==> src/rtl/shot_dispatcher.sv <==
// shot_dispatcher: turns the player fire request into one-cycle deploy
// strobes for the shot pool. It picks the lowest-index idle slot and
// paces autofire with a frame-based cooldown.
// Optional ammo/reload logic is enabled with `define SHOT_DISPATCHER_AMMO_EN.
// Without it, ammo reads a constant MAX_AMMO and never limits fire.
module shot_dispatcher #(
  parameter int NUM_SHOTS       = 8,
  parameter int COOLDOWN_FRAMES = 6,
  parameter int MAX_AMMO        = 8,
  parameter int RELOAD_FRAMES   = 30
) (
  input  logic                             clk,
  input  logic                             reset,
  input  logic                             startOfFrame,
  input  logic                             shoot,
  input  logic [NUM_SHOTS-1:0]             shots_active,
  output logic [NUM_SHOTS-1:0]             deploy_shot,
  output logic                             shot_fired,
  output logic                             cooling,
  output logic [$clog2(MAX_AMMO+1)-1:0]    ammo
);

  localparam int SLOT_W = (NUM_SHOTS > 1) ? $clog2(NUM_SHOTS) : 1;
  localparam int CD_W_RAW = $clog2(COOLDOWN_FRAMES + 1);
  localparam int CD_W = (CD_W_RAW < 1) ? 1 : CD_W_RAW;
  localparam int AMMO_W = $clog2(MAX_AMMO + 1);
  localparam logic [CD_W-1:0] CD_LOAD = CD_W'(COOLDOWN_FRAMES);
  localparam logic [AMMO_W-1:0] AMMO_MAX = AMMO_W'(MAX_AMMO);

  typedef enum logic [1:0] {
    IDLE,
    DEPLOY,
    COOLDOWN
  } state_t;

  state_t state;
  state_t next_state;

  logic [CD_W-1:0]   cd_cnt;
  logic [SLOT_W-1:0] free_slot;
  logic              any_free;
  logic              ammo_ok;
  logic              accept;

  // Lowest-index idle slot, scanned from the top so the lowest hit wins
  always_comb begin
    free_slot = '0;
    for (int i = NUM_SHOTS - 1; i >= 0; i--) begin
      if (!shots_active[i]) begin
        free_slot = SLOT_W'(i);
      end
    end
  end

  assign any_free = ~&shots_active;
  assign accept   = startOfFrame & shoot & any_free & ammo_ok;

`ifdef SHOT_DISPATCHER_AMMO_EN
  localparam int RL_W_RAW = $clog2(RELOAD_FRAMES + 1);
  localparam int RL_W = (RL_W_RAW < 1) ? 1 : RL_W_RAW;
  localparam logic [RL_W-1:0] RL_LAST = RL_W'(RELOAD_FRAMES - 1);

  logic [AMMO_W-1:0] ammo_q;
  logic [RL_W-1:0]   reload_cnt;

  // Ammo spends one round on the deploy cycle and refills one per reload period
  always_ff @(posedge clk or posedge reset) begin
    if (reset) begin
      ammo_q     <= AMMO_MAX;
      reload_cnt <= '0;
    end else if (state == DEPLOY) begin
      if (ammo_q != '0) begin
        ammo_q <= ammo_q - 1'b1;
      end
    end else if (startOfFrame) begin
      if (ammo_q >= AMMO_MAX) begin
        reload_cnt <= '0;
      end else if (reload_cnt >= RL_LAST) begin
        reload_cnt <= '0;
        ammo_q     <= ammo_q + 1'b1;
      end else begin
        reload_cnt <= reload_cnt + 1'b1;
      end
    end
  end

  assign ammo    = ammo_q;
  assign ammo_ok = (ammo_q != '0);
`else
  assign ammo    = AMMO_MAX;
  assign ammo_ok = 1'b1;
`endif

  // State register
  always_ff @(posedge clk or posedge reset) begin
    if (reset) begin
      state <= IDLE;
    end else begin
      state <= next_state;
    end
  end

  // Next-state decision: accept on a frame, deploy for one cycle, then cool down
  always_comb begin
    next_state = state;
    case (state)
      IDLE: begin
        if (accept) begin
          next_state = DEPLOY;
        end
      end
      DEPLOY: begin
        next_state = (COOLDOWN_FRAMES == 0) ? IDLE : COOLDOWN;
      end
      COOLDOWN: begin
        if (startOfFrame && (cd_cnt <= CD_W'(1))) begin
          next_state = IDLE;
        end
      end
      default: next_state = IDLE;
    endcase
  end

  // Cooldown counter loads on deploy and counts frames down, never wrapping
  always_ff @(posedge clk or posedge reset) begin
    if (reset) begin
      cd_cnt <= '0;
    end else if (state == DEPLOY) begin
      cd_cnt <= CD_LOAD;
    end else if ((state == COOLDOWN) && startOfFrame && (cd_cnt != '0)) begin
      cd_cnt <= cd_cnt - 1'b1;
    end
  end

  // Registered outputs; the slot is captured on the accepting cycle and held through deploy
  always_ff @(posedge clk or posedge reset) begin
    if (reset) begin
      deploy_shot <= '0;
      shot_fired  <= 1'b0;
      cooling     <= 1'b0;
    end else begin
      deploy_shot <= (next_state == DEPLOY) ? (NUM_SHOTS'(1) << free_slot) : '0;
      shot_fired  <= (next_state == DEPLOY);
      cooling     <= (next_state == COOLDOWN);
    end
  end

endmodule
==> config.mk <==
export PLATFORM = sky130hd
export DESIGN_NAME = shot_dispatcher
export DESIGN_NICKNAME = d
export VERILOG_FILES = /design/src/rtl/shot_dispatcher.sv
export SDC_FILE = /design/constraint.sdc
export NUM_CORES = 1
export LEC_CHECK = 0
export ABC_AREA = 1
export ABC_CLOCK_PERIOD_IN_PS = 1640
export BUFFER_PORTS_ARGS = -buffer_cell sky130_fd_sc_hd__buf_4
export CAP_MARGIN = 40
export CORE_UTILIZATION = 47
export DETAILED_ROUTE_END_ITERATION = 16
export HOLD_SLACK_MARGIN = 0.05
export PLACE_DENSITY_LB_ADDON = 0.2
export SYNTH_ARGS = -nofsm -noshare
export SYNTH_HDL_FRONTEND = slang
export SYNTH_SLANG_ARGS = --single-unit
==> constraint.sdc <==
create_clock -name clk -period 1.64 [get_ports clk]
set_clock_uncertainty 0.15 [all_clocks]
set_input_delay 0.328 -clock clk [delete_from_list [all_inputs] [get_ports clk]]
set_output_delay 0.328 -clock clk [all_outputs]
set_load 0.1 [all_outputs]
# ---- Word level (Yosys, flattened, before mapping)
# Cells that the tools add are included.
dict set report word_totals {
  ff_bits 15
  in_bits 12
  output_inout_bits 14
  wordCells 36
}
dict set report op_classes {
  addsub 1
  order_cmp 1
  eq_ne 4
  shifts 1
  n_mux 14
  bitwise_logic 2
  n_reduce_logical 8
}
# operator count
set op_table {}
lappend op_table {{3-bit 2-to-1 mux} 10}
lappend op_table {{8-bit 2-to-1 mux} 1}
lappend op_table {{8-bit AND reduction} 1}
lappend op_table {{1-bit by 3-bit << shifter with 8-bit output (first input constant)} 1}
lappend op_table {{2-bit one-hot mux with 3 select lines} 1}
lappend op_table {{2-bit by 1-bit equality test with 1-bit output (second input constant)} 2}
lappend op_table {{2-bit equality test (second input constant)} 2}
lappend op_table {{2-bit 2-to-1 mux} 2}
lappend op_table {{3-bit by 1-bit less-or-equal comparator with 1-bit output (second input constant)} 1}
lappend op_table {{1-bit logical AND} 3}
lappend op_table {{3-bit nonzero test} 1}
lappend op_table {{3-bit by 1-bit subtractor with 3-bit output (second input constant)} 1}
lappend op_table {{1-bit AND} 2}
lappend op_table {{2-bit logical NOT} 1}
lappend op_table {{2-bit nonzero test} 1}
lappend op_table {{1-bit logical NOT} 1}

# ---- Longest topological paths before layout
# Gate-level depths: netlist (run 1).
dict set report depth {
  depth_word 10
  mapped_depth 10
  ltp_nobuf 10
}

# ---- Least setup slack after synthesis (run 1)
# Ideal clock, no wire load.
dict set report synth_path {
  path_type {reg2reg}
  startpoint {register cd_cnt[0]}
  endpoint {register cd_cnt[2]}
  setup_time_ns 0.128
  t_arrival_ns 1.194
  required_ns 1.362
  path_slack_ns 0.168
  stages_incl_launch_ff 8
  path_buffers 0
  period_less_slack_ns 1.472
  cell_sequence {dfrtp_1 -> inv_1 -> ha_1 -> ha_1 -> nor2_1 -> nand3_1 -> a21oi_1 -> o21ai_0}
}
dict set report synth_between {
  elab_chain_cells 3
  word_cells_on_any_way 6
  classes_between {add/sub: 1; mux: 2; reduce/logical: 3}
}
# element line_no
set synth_lines {}
lappend synth_lines {{from (decl)} 39} ;# logic [CD_W-1:0] cd_cnt;
lappend synth_lines {{from (signal assigned)} 131} ;# cd_cnt <= cd_cnt - 1'b1;
lappend synth_lines {{3-bit by 1-bit subtractor with 3-bit output / 3-bit nonzero test (equally long branches)} {131, 130}}
lappend synth_lines {{3-bit 2-to-1 mux / 1-bit logical AND (equally long branches)} 130} ;# end else if ((state == COOLDOWN) && startOfFrame && (cd_cnt != '0)) begin
lappend synth_lines {{3-bit 2-to-1 mux / 2-bit nonzero test (equally long branches)} -}
# Parallel ways exist; a longest one is shown, timed or not. The select of a mux whose other input is x is not followed.
# A chain may end at the register's enable or synchronous reset.

# ---- Worst setup path in the final report (run 1)
dict set report layout_path {
  startpoint {register cd_cnt[0]}
  endpoint {register cd_cnt[1]}
}
# Same word-level chain as after synthesis.

==> results by group, run 1 <==
Synthesis
  – Post-synthesis simple-gate area fraction: roughly a quarter
  – Yosys warning count: 0
  – Number of distinct library cells after synthesis: 20
  – Portion of the post-synthesis area used by sequential elements: 50.7%
  – Combinational family with the most area after synthesis: simple AND/OR/NAND/NOR gates
  – Post-synth top area cell: sky130_fd_sc_hd__dfrtp_1
  – Area share of xor/xnor cells in the synthesized design: 0%
  – Cell area after technology mapping: 741 sq um
  – Mean instance size in the synthesized netlist: 9.26 sq um
  – Top cells by area, synth: sky130_fd_sc_hd__dfrtp_1 51%, sky130_fd_sc_hd__nand3_1 5.4%, sky130_fd_sc_hd__ha_1 5.1%
  – Post-synthesis share of cell area spent on full adders, half adders and majority gates: just over 5%
  – Mapped Cells: 80
  – Mux contribution to synthesized area: 0%
  – Fraction of post-synthesis cell area in the top cell type by area: around 51%
  – Synthesized-area fraction occupied by ao, oa, aoi and oai cells: 8.45%
  – Post-synthesis sequential element count: 15

Clocking
  – Clock tree from TritonCTS: done
  – Sink count of the clock tree: 15
  – CTS clk-pin slew, worst paths: ~90 ps
  – Source-to-sink clock delay at the later pin of the worst-skew pair: 270 ps
  – Total clock buffers created by CTS: 3
  – Clock root buffer: sky130_fd_sc_hd__clkbuf_4
  – Number of buffers on the longest clock path: 2
  – H-tree levels: 1

Die
  – Die footprint: between 1500 and 2000 sq um
  – Standard-cell rows: 13
  – Core Region: between 1000 and 1500 sq um
  – Number of ports placed on the die boundary: 26
  – Die X-Extent: between 40 and 50 um
  – Floorplan die height: roughly 42 um
  – Initial Util: 53.6%

Route
  – Aggregate routed wire length: around 1.4 mm
  – Remaining antenna violation count: 0
  – Average wire per cell in the routed design: 11.4 um
  – Number of design rule violations left after detail routing: 0
  – Initial DRC count: 11
  – Detailed-router iteration count before antenna repair: 4
  – Via count: between 600 and 700
  – Detail-routed via count per cell: around 4.9

Global routing
  – GRT Total Usage: a little under a fifth
  – Remaining global-route overflow: 0
  – Largest net degree at the start of global routing: 16
  – First-pass GRT wire length: 2.37 mm
  – Antenna violations before repair: 0
  – Number of global-route vias before repair: around 570

Cells and area
  – Leading cell type in the layout, fill and taps excluded: sky130_fd_sc_hd__buf_4
  – Share of post-route cells with drive strength above 1: 41.3%
  – Final nets: ~130
  – Area grow syn2layout: 32.8%
  – Commonest cells after routing, fill and taps aside: 26 x sky130_fd_sc_hd__buf_4, 15 x sky130_fd_sc_hd__dfrtp_1, 9 x sky130_fd_sc_hd__nand2_1, 9 x sky130_fd_sc_hd__nor2_1
  – Antenna diode count: 0
  – Non-filler instance count after layout: 124
  – Final standard cell area without fillers: roughly 980 sq um

STA
  – Final critical delay including setup and external delays: 1610 ps
  – Worst slew slack as a fraction of its limit: between 60% and 70%
  – Final hold slack: roughly 210 ps
  – Slew at the pin closest to its max-slew limit: roughly 540 ps
  – Final-report hold violation count: 0
  – Final clock period utilization by the worst path: 98.0%
  – Number of failing setup endpoints in the final timing report: 0
  – Highest Clock Rate: 0.622 GHz
  – Sum of negative setup slack: 0 ps
  – Final Max Tran Viols: 0

Power
  – Leak: approximately 0.00053 uW
  – Worst IR Drop VDD: between 0.0009 and 0.001 V
  – Power per standard cell area: approximately 1300 nW/um^2

Placed design
  – Number of placed instances, taps included: around 110
  – Placed cell area: between 800 and 900 sq um
  – Number of port buffers: 21
  – Hpwl dp: 1.06 mm
  – Placer Congestion: 0.695

Flow run
  – Max cap viols: 0

Setup path
  – Data arrival time of the critical path: roughly 1600 ps
  – Depth of the most critical reg-to-reg path: 7
  – CP startpoint kind: flop
  – Top fanout value on the critical path: 6
  – Worst Path Class, Setup: flop to flop
  – Critical path required time: 1650 ps
  – Endpoint class of the critical path: flop

Hold path
  – Number of cells on the worst hold path: 3
  – Min-Delay Path Class: primary input to flop

Outcome
  – Outcome: finished clean
[timing repair]
action	4_1_cts	5_1_grt
setup buffers	1	4
gates resized for setup	1	5
setup endpoints to repair	1	2
endpoints found under the hold margin	15	0
hold buffers	1	0
pin swaps	0	2
[path summary, 6_finish.rpt]
path	end	slack [ps]	start
worst max-delay path	cd_cnt[1]$_DFFE_PP0P_	30	cd_cnt[0]$_DFFE_PP0P_
max in group asynchronous	deploy_shot[2]$_DFF_PP0_	480	reset
worst max register to register	cd_cnt[1]$_DFFE_PP0P_	30	cd_cnt[0]$_DFFE_PP0P_
worst min register to register	cd_cnt[2]$_DFFE_PP0P_	430	cd_cnt[2]$_DFFE_PP0P_
worst min-delay path	deploy_shot[1]$_DFF_PP0_	210	shots_active[0]
min in group asynchronous	deploy_shot[1]$_DFF_PP0_	500	reset
[sequential cells by signal (all words and copies together), names as in the netlist]
register and flops:
deploy_shot 8, cd_cnt 3, state 2, cooling 1
shot_fired 1
[final cells by class]
cell class	count	area (sq um)
clock buffer	4	26.3
fill	115	399
timing repair buffer	27	205
inverter	10	37.5
sequential	15	375
multi-input combinational	53	320
tap	15	18.8
[power breakdown]
part	switching [uW]	leakage, uW	internal, uW
Sequential	59.9	0.000198	441
Clock	107	0.0000150	93.9
Combinational	394	0.000314	219
[critical path, cell delays in order (launching register included)]
cell and delay [ps]:
sky130_fd_sc_hd__dfrtp_1 380, sky130_fd_sc_hd__inv_1 70, sky130_fd_sc_hd__ha_2 180, sky130_fd_sc_hd__ha_1 170
sky130_fd_sc_hd__nor2_1 120, sky130_fd_sc_hd__nand3_2 150, sky130_fd_sc_hd__a21oi_2 180, sky130_fd_sc_hd__o21ai_1 90
[layer usage]
layer | global-route usage [%] | wire length [um]
met2 | 30.9 | 697
met3 | 3.48 | 68
met1 | 20.8 | 605
met5 | 0 | 0
met4 | 11.0 | 47
[logic make-up after synthesis]
| group | Yosys count |
|---|---|
| simple gates | 36 |
| flops | 15 |
| compound gates | 10 |
| buf+inv | 14 |
| fa+ha+maj | 3 |
| other cells | 2 |
[Yosys cell counts]
cell	count
sky130_fd_sc_hd__nand2_4	1
sky130_fd_sc_hd__nor3_1	1
sky130_fd_sc_hd__dfrtp_1	15
sky130_fd_sc_hd__buf_4	4
sky130_fd_sc_hd__o21a_4	1
sky130_fd_sc_hd__nand3_1	8
sky130_fd_sc_hd__conb_1	2
sky130_fd_sc_hd__inv_1	8
sky130_fd_sc_hd__nand4_2	1
sky130_fd_sc_hd__nand2_1	9
sky130_fd_sc_hd__nor2_2	1
sky130_fd_sc_hd__inv_2	2
sky130_fd_sc_hd__nand2_2	4
sky130_fd_sc_hd__nor2_1	9
sky130_fd_sc_hd__nand4_1	1
sky130_fd_sc_hd__nor3_4	1
sky130_fd_sc_hd__o21a_1	1
sky130_fd_sc_hd__o21ai_0	5
sky130_fd_sc_hd__a21oi_1	3
sky130_fd_sc_hd__ha_1	3
[stage by stage]
| step | setup slack (ps) | utilization, % | power, uW |
|---|---|---|---|
| floorplan | 168 | - | 871 |
| global placement | 118 | 64.7 | 959 |
| detailed placement | -33.4 | 64.7 | 992 |
| CTS | 25.3 | 68.2 | 1210 |
| global route | -27.7 | 71.1 | 1400 |
| finish | 32.6 | 71.1 | 1310 |
No activity file was read; power rests on OpenSTA's default activity.
==> run 2: changes to the inputs <==
Settings changed: CORE_MARGIN set to 2, RECOVER_POWER set to 50.
==> results by group, run 2 (same netlist as run 1, synthesis figures left out) <==
Outcome
  – Outcome: finished clean (unchanged)

Route
  – Number of design rule violations left after detail routing: 0 (unchanged)
  – Average wire per cell in the routed design: 11.7 um (was 11.4 um)
  – Initial DRC count: 20 (was 11)
  – Detail-routed via count per cell: 5.18 (was 4.90)
  – Aggregate routed wire length: 1.43 mm (was 1.42 mm)
  – Remaining antenna violation count: 0 (unchanged)
  – Detailed-router iteration count before antenna repair: 4 (unchanged)
  – Via count: 632 (was 608)

Power
  – Combinational power share: 43.9% (was 46.6%)
  – Switching portion of total power: 44.1% (was 42.6%)
  – Internal Dissipation: 710 uW (was 754 uW)
  – Sequential Power Share: 39.6% (was 38.1%)
  – Leak: 0.000510 uW (was 0.000527 uW)
  – Psw: 560 uW (about the same)
  – Clock network fraction of total power: 16.5% (was 15.3%)
  – Power per standard cell area: 1310 nW/um^2 (was 1340 nW/um^2)
  – Worst IR Drop VDD: 0.000740 V (was 0.000929 V)

Cells and area
  – Leading cell type in the layout, fill and taps excluded: sky130_fd_sc_hd__buf_4 (unchanged)
  – Non-filler instance count after layout: 122 (was 124)
  – Final-layout fill cell count: 135 (was 115)
  – Area grow syn2layout: 30.4% (was 32.8%)
  – Final nets: 122 (was 125)
  – Commonest cells after routing, fill and taps aside: 21 x sky130_fd_sc_hd__buf_4, 15 x sky130_fd_sc_hd__dfrtp_1, 9 x sky130_fd_sc_hd__nand2_1 (was 26 x sky130_fd_sc_hd__buf_4, 15 x sky130_fd_sc_hd__dfrtp_1, 9 x sky130_fd_sc_hd__nand2_1, 9 x sky130_fd_sc_hd__nor2_1)
  – Share of post-route cells with drive strength above 1: 37.7% (was 41.3%)
  – Register with the highest flop count: deploy_shot (unchanged)
  – Antenna diode count: 0 (unchanged)
  – Largest registers: deploy_shot (8), cd_cnt (3), state (2) (unchanged)
  – Number of flip-flops under the largest register name: 8 (unchanged)
  – Final standard cell area without fillers: 966 sq um (was 983 sq um)

Global routing
  – Remaining global-route overflow: 0 (unchanged)
  – Number of global-route vias before repair: 570 (was 572)
  – Antenna violations before repair: 0 (unchanged)
  – First-pass GRT wire length: 2.42 mm (was 2.37 mm)
  – GRT Total Usage: 17.7% (was 18.2%)
  – Largest net degree at the start of global routing: 16 (unchanged)

Clocking
  – Clock root buffer: sky130_fd_sc_hd__clkbuf_4 (unchanged)
  – Source-to-sink clock delay at the later pin of the worst-skew pair: 280 ps (was 270 ps)
  – Sink count of the clock tree: 15 (unchanged)
  – H-tree levels: 1 (unchanged)
  – CTS clk-pin slew, worst paths: 90 ps (about the same)
  – Number of buffers on the longest clock path: 2 (unchanged)
  – Clock tree from TritonCTS: done (unchanged)
  – Total clock buffers created by CTS: 3 (unchanged)

Die
  – Floorplan die height: 43.7 um (was 41.7 um)
  – Number of ports placed on the die boundary: 26 (unchanged)
  – Standard-cell rows: 14 (was 13)
  – Core Region: 1490 sq um (was 1380 sq um)
  – Die X-Extent: 43.7 um (was 41.7 um)
  – Die footprint: 1910 sq um (was 1740 sq um)
  – Initial Util: 49.7% (was 53.6%)

Setup path
  – Critical Path, Cell by Cell: inv_2, ha_1, ha_1, nor2_2, nand3_4, a21oi_2, o21ai_0 (was inv_1, ha_2, ha_1, nor2_1, nand3_2, a21oi_2, o21ai_1)
  – Critical register-to-register path endpoint: cd_cnt[1]$_DFFE_PP0P_ (unchanged)
  – Data arrival time of the critical path: 1620 ps (was 1610 ps)
  – Worst Path Class, Setup: flop to flop (unchanged)
  – Most Frequent Cell on Critical Path: sky130_fd_sc_hd__ha_1
  – Reg-to-reg setup timing slack: 40 ps (was 30 ps)
  – Cell family with most CP delay: flip-flops (unchanged)
  – Depth of the most critical reg-to-reg path: 7 (unchanged)
  – Total stage count of the critical path: 7 (unchanged)
  – Critical R2R Launch: cd_cnt[1]$_DFFE_PP0P_ (was cd_cnt[0]$_DFFE_PP0P_)
  – Top fanout value on the critical path: 6 (unchanged)
  – Buffers and inverters on the worst path: 1 (unchanged)
  – CP startpoint kind: flop (unchanged)
  – Critical path required time: 1660 ps (was 1650 ps)
  – Critical Path Max Stage Delay: 390 ps (was 380 ps)
  – Critical path's slowest cell: sky130_fd_sc_hd__dfrtp_1 (unchanged)
  – Endpoint class of the critical path: flop (unchanged)

STA
  – Worst slew slack as a fraction of its limit: 63.0% (was 64.0%)
  – Final critical delay including setup and external delays: 1600 ps (was 1610 ps)
  – Worst Setup Slack, final: 44.8 ps (was 32.6 ps)
  – Highest Clock Rate: 0.627 GHz (was 0.622 GHz)
  – Slew at the pin closest to its max-slew limit: 554 ps (was 539 ps)
  – Final clock period utilization by the worst path: 97.3% (was 98.0%)
  – Final hold slack: 195 ps (was 211 ps)
  – Number of failing setup endpoints in the final timing report: 0 (unchanged)
  – Final-report hold violation count: 0 (unchanged)
  – Final Max Tran Viols: 0 (unchanged)
  – Sum of negative setup slack: 0 ps (unchanged)

Hold path
  – Min-Delay Startpoint: shots_active[0] (unchanged)
  – Min-Delay Path Class: primary input to flop (unchanged)
  – End point of the most critical hold path: deploy_shot[5]$_DFF_PP0_ (was deploy_shot[1]$_DFF_PP0_)
  – Number of cells on the worst hold path: 3 (unchanged)

Placed design
  – Number of placed instances, taps included: 115 (was 114)
  – Placed cell area: 896 sq um (was 895 sq um)
  – Hpwl dp: 1.06 mm (about the same)
  – Worst setup slack before clock tree synthesis: 16.3 ps (was -33.4 ps)
  – Placer Congestion: 0.728 (was 0.695)
  – Number of port buffers: 21 (unchanged)

Flow run
  – Max cap viols: 0 (unchanged)
-- run 2: per-stage QoR --
step                power, uW  utilization [%]
detailed placement        990             60.2
finish                   1270             64.9
global route             1350             64.9
CTS                      1210             62.9
global placement          968             60.2
floorplan                 871                -
-- run 2: layout make-up --
| class | count | area, sq um | area share, % |
|---|---|---|---|
| multi-input combinational | 53 | 328 | 33.9 |
| inverter | 10 | 37.5 | 3.89 |
| sequential | 15 | 375 | 38.9 |
| clock buffer | 4 | 26.3 | 2.72 |
| tap | 16 | 20.0 | 2.07 |
| timing repair buffer | 24 | 179 | 18.5 |
-- run 2: power groups by stage --
stage	clock, uW	sequential (uW)	combinational, uW
global placement	0	499	470
CTS	215	497	494
finish	209	503	558
global route	230	510	607
detailed placement	0	503	487
floorplan	0	636	235
-- run 2: layer usage --
metal / global-route usage (%) / part of all wire, % / wire [um]
met1: 23.6 / 39 / 553
met4: 9.09 / 3.5 / 50
met2: 27.6 / 50 / 710
met3: 2.92 / 7.8 / 111
met5: 0 / 0 / 0
-- run 2: how the worst max path moves through the flow --
stage	end	startpoint	slack, ps
6_report	cd_cnt[1]$_DFFE_PP0P_	cd_cnt[1]$_DFFE_PP0P_	40
5_1_grt	cd_cnt[1]$_DFFE_PP0P_	cd_cnt[1]$_DFFE_PP0P_	-10
4_1_cts	cd_cnt[1]$_DFFE_PP0P_	cd_cnt[0]$_DFFE_PP0P_	30
3_5_place_dp	cd_cnt[1]$_DFFE_PP0P_	cd_cnt[0]$_DFFE_PP0P_	20
3_3_place_gp	cd_cnt[2]$_DFFE_PP0P_	cd_cnt[0]$_DFFE_PP0P_	130
2_1_floorplan	cd_cnt[2]$_DFFE_PP0P_	cd_cnt[0]$_DFFE_PP0P_	170
-- run 2: tightest hold or removal path, stage by stage --
cell,delay (ps)
sky130_fd_sc_hd__buf_4,130
sky130_fd_sc_hd__nand3_1,100
sky130_fd_sc_hd__nor2_1,40
-- run 2: repair_timing --
action,4_1_cts,5_1_grt
endpoints found under the setup margin,1,3
resized for setup,1,6
pin swaps,0,2
buffers inserted,0,2
endpoints found under the hold margin,15,0
hold buffers,1,0
==> run 3: changes to the inputs <==
Settings changed: ABC_AREA 1 to unset.
==> results by group, run 3 <==
Synthesis
  – Top cells by area, synth: sky130_fd_sc_hd__dfrtp_1 49%, sky130_fd_sc_hd__ha_1 4.9%, sky130_fd_sc_hd__buf_4 3.9% (was sky130_fd_sc_hd__dfrtp_1 51%, sky130_fd_sc_hd__nand3_1 5.4%, sky130_fd_sc_hd__ha_1 5.1%)
  – Mapped Cells: 68 (was 80)
  – Cell with the most instances after synthesis: sky130_fd_sc_hd__dfrtp_1 (unchanged)
  – Synth cell count leaders: 15 x sky130_fd_sc_hd__dfrtp_1, 7 x sky130_fd_sc_hd__inv_1, 4 x sky130_fd_sc_hd__buf_4, 4 x sky130_fd_sc_hd__nand2_1 (was 15 x sky130_fd_sc_hd__dfrtp_1, 9 x sky130_fd_sc_hd__nand2_1, 9 x sky130_fd_sc_hd__nor2_1)
  – Post-synth top flop: sky130_fd_sc_hd__dfrtp_1 (unchanged)
  – Portion of the post-synthesis area used by sequential elements: 48.9% (was 50.7%)
  – Number of distinct library cells after synthesis: 30 (was 20)
  – Fraction of post-synthesis cell area in the top cell type by area: 48.9% (was 50.7%)
  – Yosys warning count: 0 (unchanged)
  – Post-synth top area cell: sky130_fd_sc_hd__dfrtp_1 (unchanged)
  – Number of flops mapped to enable cells by yosys: 0 (unchanged)
  – Mean instance size in the synthesized netlist: 11.3 sq um (was 9.26 sq um)
  – Share of synthesized flip-flops with an asynchronous set or reset: 100% (unchanged)
  – Post-synthesis sequential element count: 15 (unchanged)
  – Cell area after technology mapping: 767 sq um (was 741 sq um)

Global routing
  – Remaining global-route overflow: 0 (unchanged)
  – Antenna violations before repair: 0 (unchanged)
  – Number of global-route vias before repair: 552 (was 570)
  – GRT Total Usage: 16.7% (was 17.7%)
  – First-pass GRT wire length: 2.37 mm (was 2.42 mm)
  – Largest net degree at the start of global routing: 16 (unchanged)

Setup path
  – Worst setup path startpoint: cd_cnt[0]$_DFFE_PP0P_ (was cd_cnt[1]$_DFFE_PP0P_)
  – Critical R2R Launch: cd_cnt[0]$_DFFE_PP0P_ (was cd_cnt[1]$_DFFE_PP0P_)
  – Depth of the most critical reg-to-reg path: 6 (was 7)
  – CP startpoint kind: flop (unchanged)
  – Data arrival time of the critical path: 1600 ps (was 1620 ps)
  – Worst setup endpoint: cd_cnt[2]$_DFFE_PP0P_ (was cd_cnt[1]$_DFFE_PP0P_)
  – Endpoint class of the critical path: flop (unchanged)
  – Reg-to-reg setup timing slack: 60 ps (was 40 ps)
  – Critical register-to-register path endpoint: cd_cnt[2]$_DFFE_PP0P_ (was cd_cnt[1]$_DFFE_PP0P_)
  – Worst Path Class, Setup: flop to flop (unchanged)
  – Critical path required time: 1670 ps (was 1660 ps)
  – Top fanout value on the critical path: 3 (was 6)

Die
  – Die footprint: 1970 sq um (was 1910 sq um)
  – Core Region: 1520 sq um (was 1490 sq um)
  – Initial Util: 50.3% (was 49.7%)
  – Die X-Extent: 44.4 um (was 43.7 um)
  – Number of ports placed on the die boundary: 26 (unchanged)
  – Standard-cell rows: 14 (unchanged)
  – Floorplan die height: 44.4 um (was 43.7 um)

STA
  – Final critical delay including setup and external delays: 1580 ps (was 1600 ps)
  – Number of failing setup endpoints in the final timing report: 0 (unchanged)
  – Highest Clock Rate: 0.634 GHz (was 0.627 GHz)
  – Final clock period utilization by the worst path: 96.2% (was 97.3%)
  – Final-report hold violation count: 0 (unchanged)
  – Final Max Tran Viols: 0 (unchanged)
  – Unrepaired setup endpoints after global routing: true
  – Slew at the pin closest to its max-slew limit: 558 ps (was 554 ps)
  – Worst Setup Slack, final: 62.5 ps (was 44.8 ps)
  – Worst slew slack as a fraction of its limit: 62.7% (was 63.0%)

Cells and area
  – Largest registers: deploy_shot (8), cd_cnt (3), state (2) (unchanged)
  – Final cell utilization of the core: 65.8% (was 64.9%)
  – Register with the highest flop count: deploy_shot (unchanged)
  – Antenna diode count: 0 (unchanged)
  – Leading cell type in the layout, fill and taps excluded: sky130_fd_sc_hd__buf_4 (unchanged)
  – Final-layout fill cell count: 121 (was 135)
  – Share of post-route cells with drive strength above 1: 49.5% (was 37.7%)
  – Area grow syn2layout: 30.7% (was 30.4%)
  – Non-filler instance count after layout: 111 (was 122)
  – Multi-input logic area: 358 sq um (was 328 sq um)
  – Final standard cell area without fillers: 1000 sq um (was 966 sq um)
  – Reg area: 375 sq um (unchanged)
  – Number of flip-flops under the largest register name: 8 (unchanged)
  – Final nets: 111 (was 122)
  – Commonest cells after routing, fill and taps aside: 23 x sky130_fd_sc_hd__buf_4, 15 x sky130_fd_sc_hd__dfrtp_1, 5 x sky130_fd_sc_hd__inv_1 (was 21 x sky130_fd_sc_hd__buf_4, 15 x sky130_fd_sc_hd__dfrtp_1, 9 x sky130_fd_sc_hd__nand2_1)

Power
  – Worst IR Drop VDD: 0.000658 V (was 0.000740 V)
  – Leak: 0.000528 uW (was 0.000510 uW)
  – Power per standard cell area: 1340 nW/um^2 (was 1310 nW/um^2)

Outcome
  – Outcome: finished clean (unchanged)

Placed design
  – Hpwl dp: 1.09 mm (was 1.06 mm)
  – Worst setup slack before clock tree synthesis: -61.8 ps (was 16.3 ps)
  – Placer Congestion: 0.769 (was 0.728)
  – Placed cell area: 926 sq um (was 896 sq um)
  – Number of port buffers: 21 (unchanged)
  – Number of placed instances, taps included: 104 (was 115)

Clocking
  – Source-to-sink clock delay at the later pin of the worst-skew pair: 280 ps (about the same)
  – CTS clk-pin slew, worst paths: 90 ps (about the same)
  – Clock root buffer: sky130_fd_sc_hd__clkbuf_4 (unchanged)
  – Total clock buffers created by CTS: 3 (unchanged)
  – Sink count of the clock tree: 15 (unchanged)
  – Number of buffers on the longest clock path: 2 (unchanged)
  – Clock tree from TritonCTS: done (unchanged)
  – H-tree levels: 1 (unchanged)

Route
  – Initial DRC count: 4 (was 20)
  – Aggregate routed wire length: 1.41 mm (was 1.43 mm)
  – Remaining antenna violation count: 0 (unchanged)
  – Detail-routed via count per cell: 5.40 (was 5.18)
  – Average wire per cell in the routed design: 12.7 um (was 11.7 um)
  – Detailed-router iteration count before antenna repair: 3 (was 4)
  – Via count: 599 (was 632)
  – Number of design rule violations left after detail routing: 0 (unchanged)

Hold path
  – Min-Delay Path Class: primary input to flop (unchanged)

Flow run
  – Max cap viols: 0 (unchanged)
==> run 3: through the flow <==
step | TNS [ps] | hold slack (ps) | total power [uW]
2_1_floorplan | 0 | 79.5 | 930
3_3_place_gp | 0 | 262 | 1030
3_5_place_dp | -169 | 275 | 1050
4_1_cts | 0 | 58.3 | 1290
5_1_grt | 0 | 64.7 | 1420
6_report | 0 | 61.8 | 1340
==> run 3: worst max-delay path, cell delays in order, from the launching register on <==
cell,delay [ps]
sky130_fd_sc_hd__dfrtp_1,380
sky130_fd_sc_hd__inv_2,60
sky130_fd_sc_hd__ha_2,180
sky130_fd_sc_hd__ha_2,160
sky130_fd_sc_hd__and3b_2,280
sky130_fd_sc_hd__a22oi_2,60
sky130_fd_sc_hd__o22a_2,220
==> run 3: final cells by class <==
type	instances	area share [%]
tap	16	2.00
clock inverter	1	0.499
inverter	7	2.62
multi-input combinational	43	35.7
timing repair buffer	26	19.5
sequential	15	37.5
clock buffer	3	2.25
==> run 3: kinds of logic after synthesis <==
logic type	after synthesis	synth area share [%]
buffers and inverters	12	8.81
AND/OR/NAND/NOR	18	17.0
multiplexers	1	1.31
adder cells (fa/ha/maj)	3	4.89
AO/OA/AOI/OAI	17	18.1
other	2	0.979
flip-flops	15	48.9
==> run 3: worst min-delay path by stage <==
stage	from	to	slack [ps]	cells past startpoint
after CTS	shots_active[6]	deploy_shot[6]$_DFF_PP0_	60	2
after floorplan	reset	cd_cnt[0]$_DFFE_PP0P_	80	1
final	shots_active[6]	deploy_shot[6]$_DFF_PP0_	60	2
after detailed placement	reset	cooling$_DFF_PP0_	280	2
after global routing	shots_active[1]	deploy_shot[1]$_DFF_PP0_	60	2
after global placement	reset	deploy_shot[0]$_DFF_PP0_	260	2
==> run 3: where the power goes <==
| part | total (uW) | internal, uW | switching (uW) |
|---|---|---|---|
| Combinational | 654 | 246 | 408 |
| Clock | 209 | 90.4 | 118 |
| Sequential | 478 | 438 | 39.9 |
| Total | 1340 | 774 | 566 |
==> run 3: what timing repair did <==
action	in CTS	in global routing
endpoints found under the hold margin	15	0
endpoints found under the setup margin	3	5
hold buffers	1	0
resized for setup	1	9
buffers inserted	2	0
==> run 3: layer usage <==
| metal | vias to the layer above | wire length, um | track usage [%] |
|---|---|---|---|
| met1 | 291 | 586 | 21.0 |
| met4 | 0 | 18 | 9.09 |
| li1 | 289 | - | - |
| met2 | 17 | 754 | 27.6 |
| met3 | 2 | 51 | 2.45 |
| met5 | - | 0 | 0 |
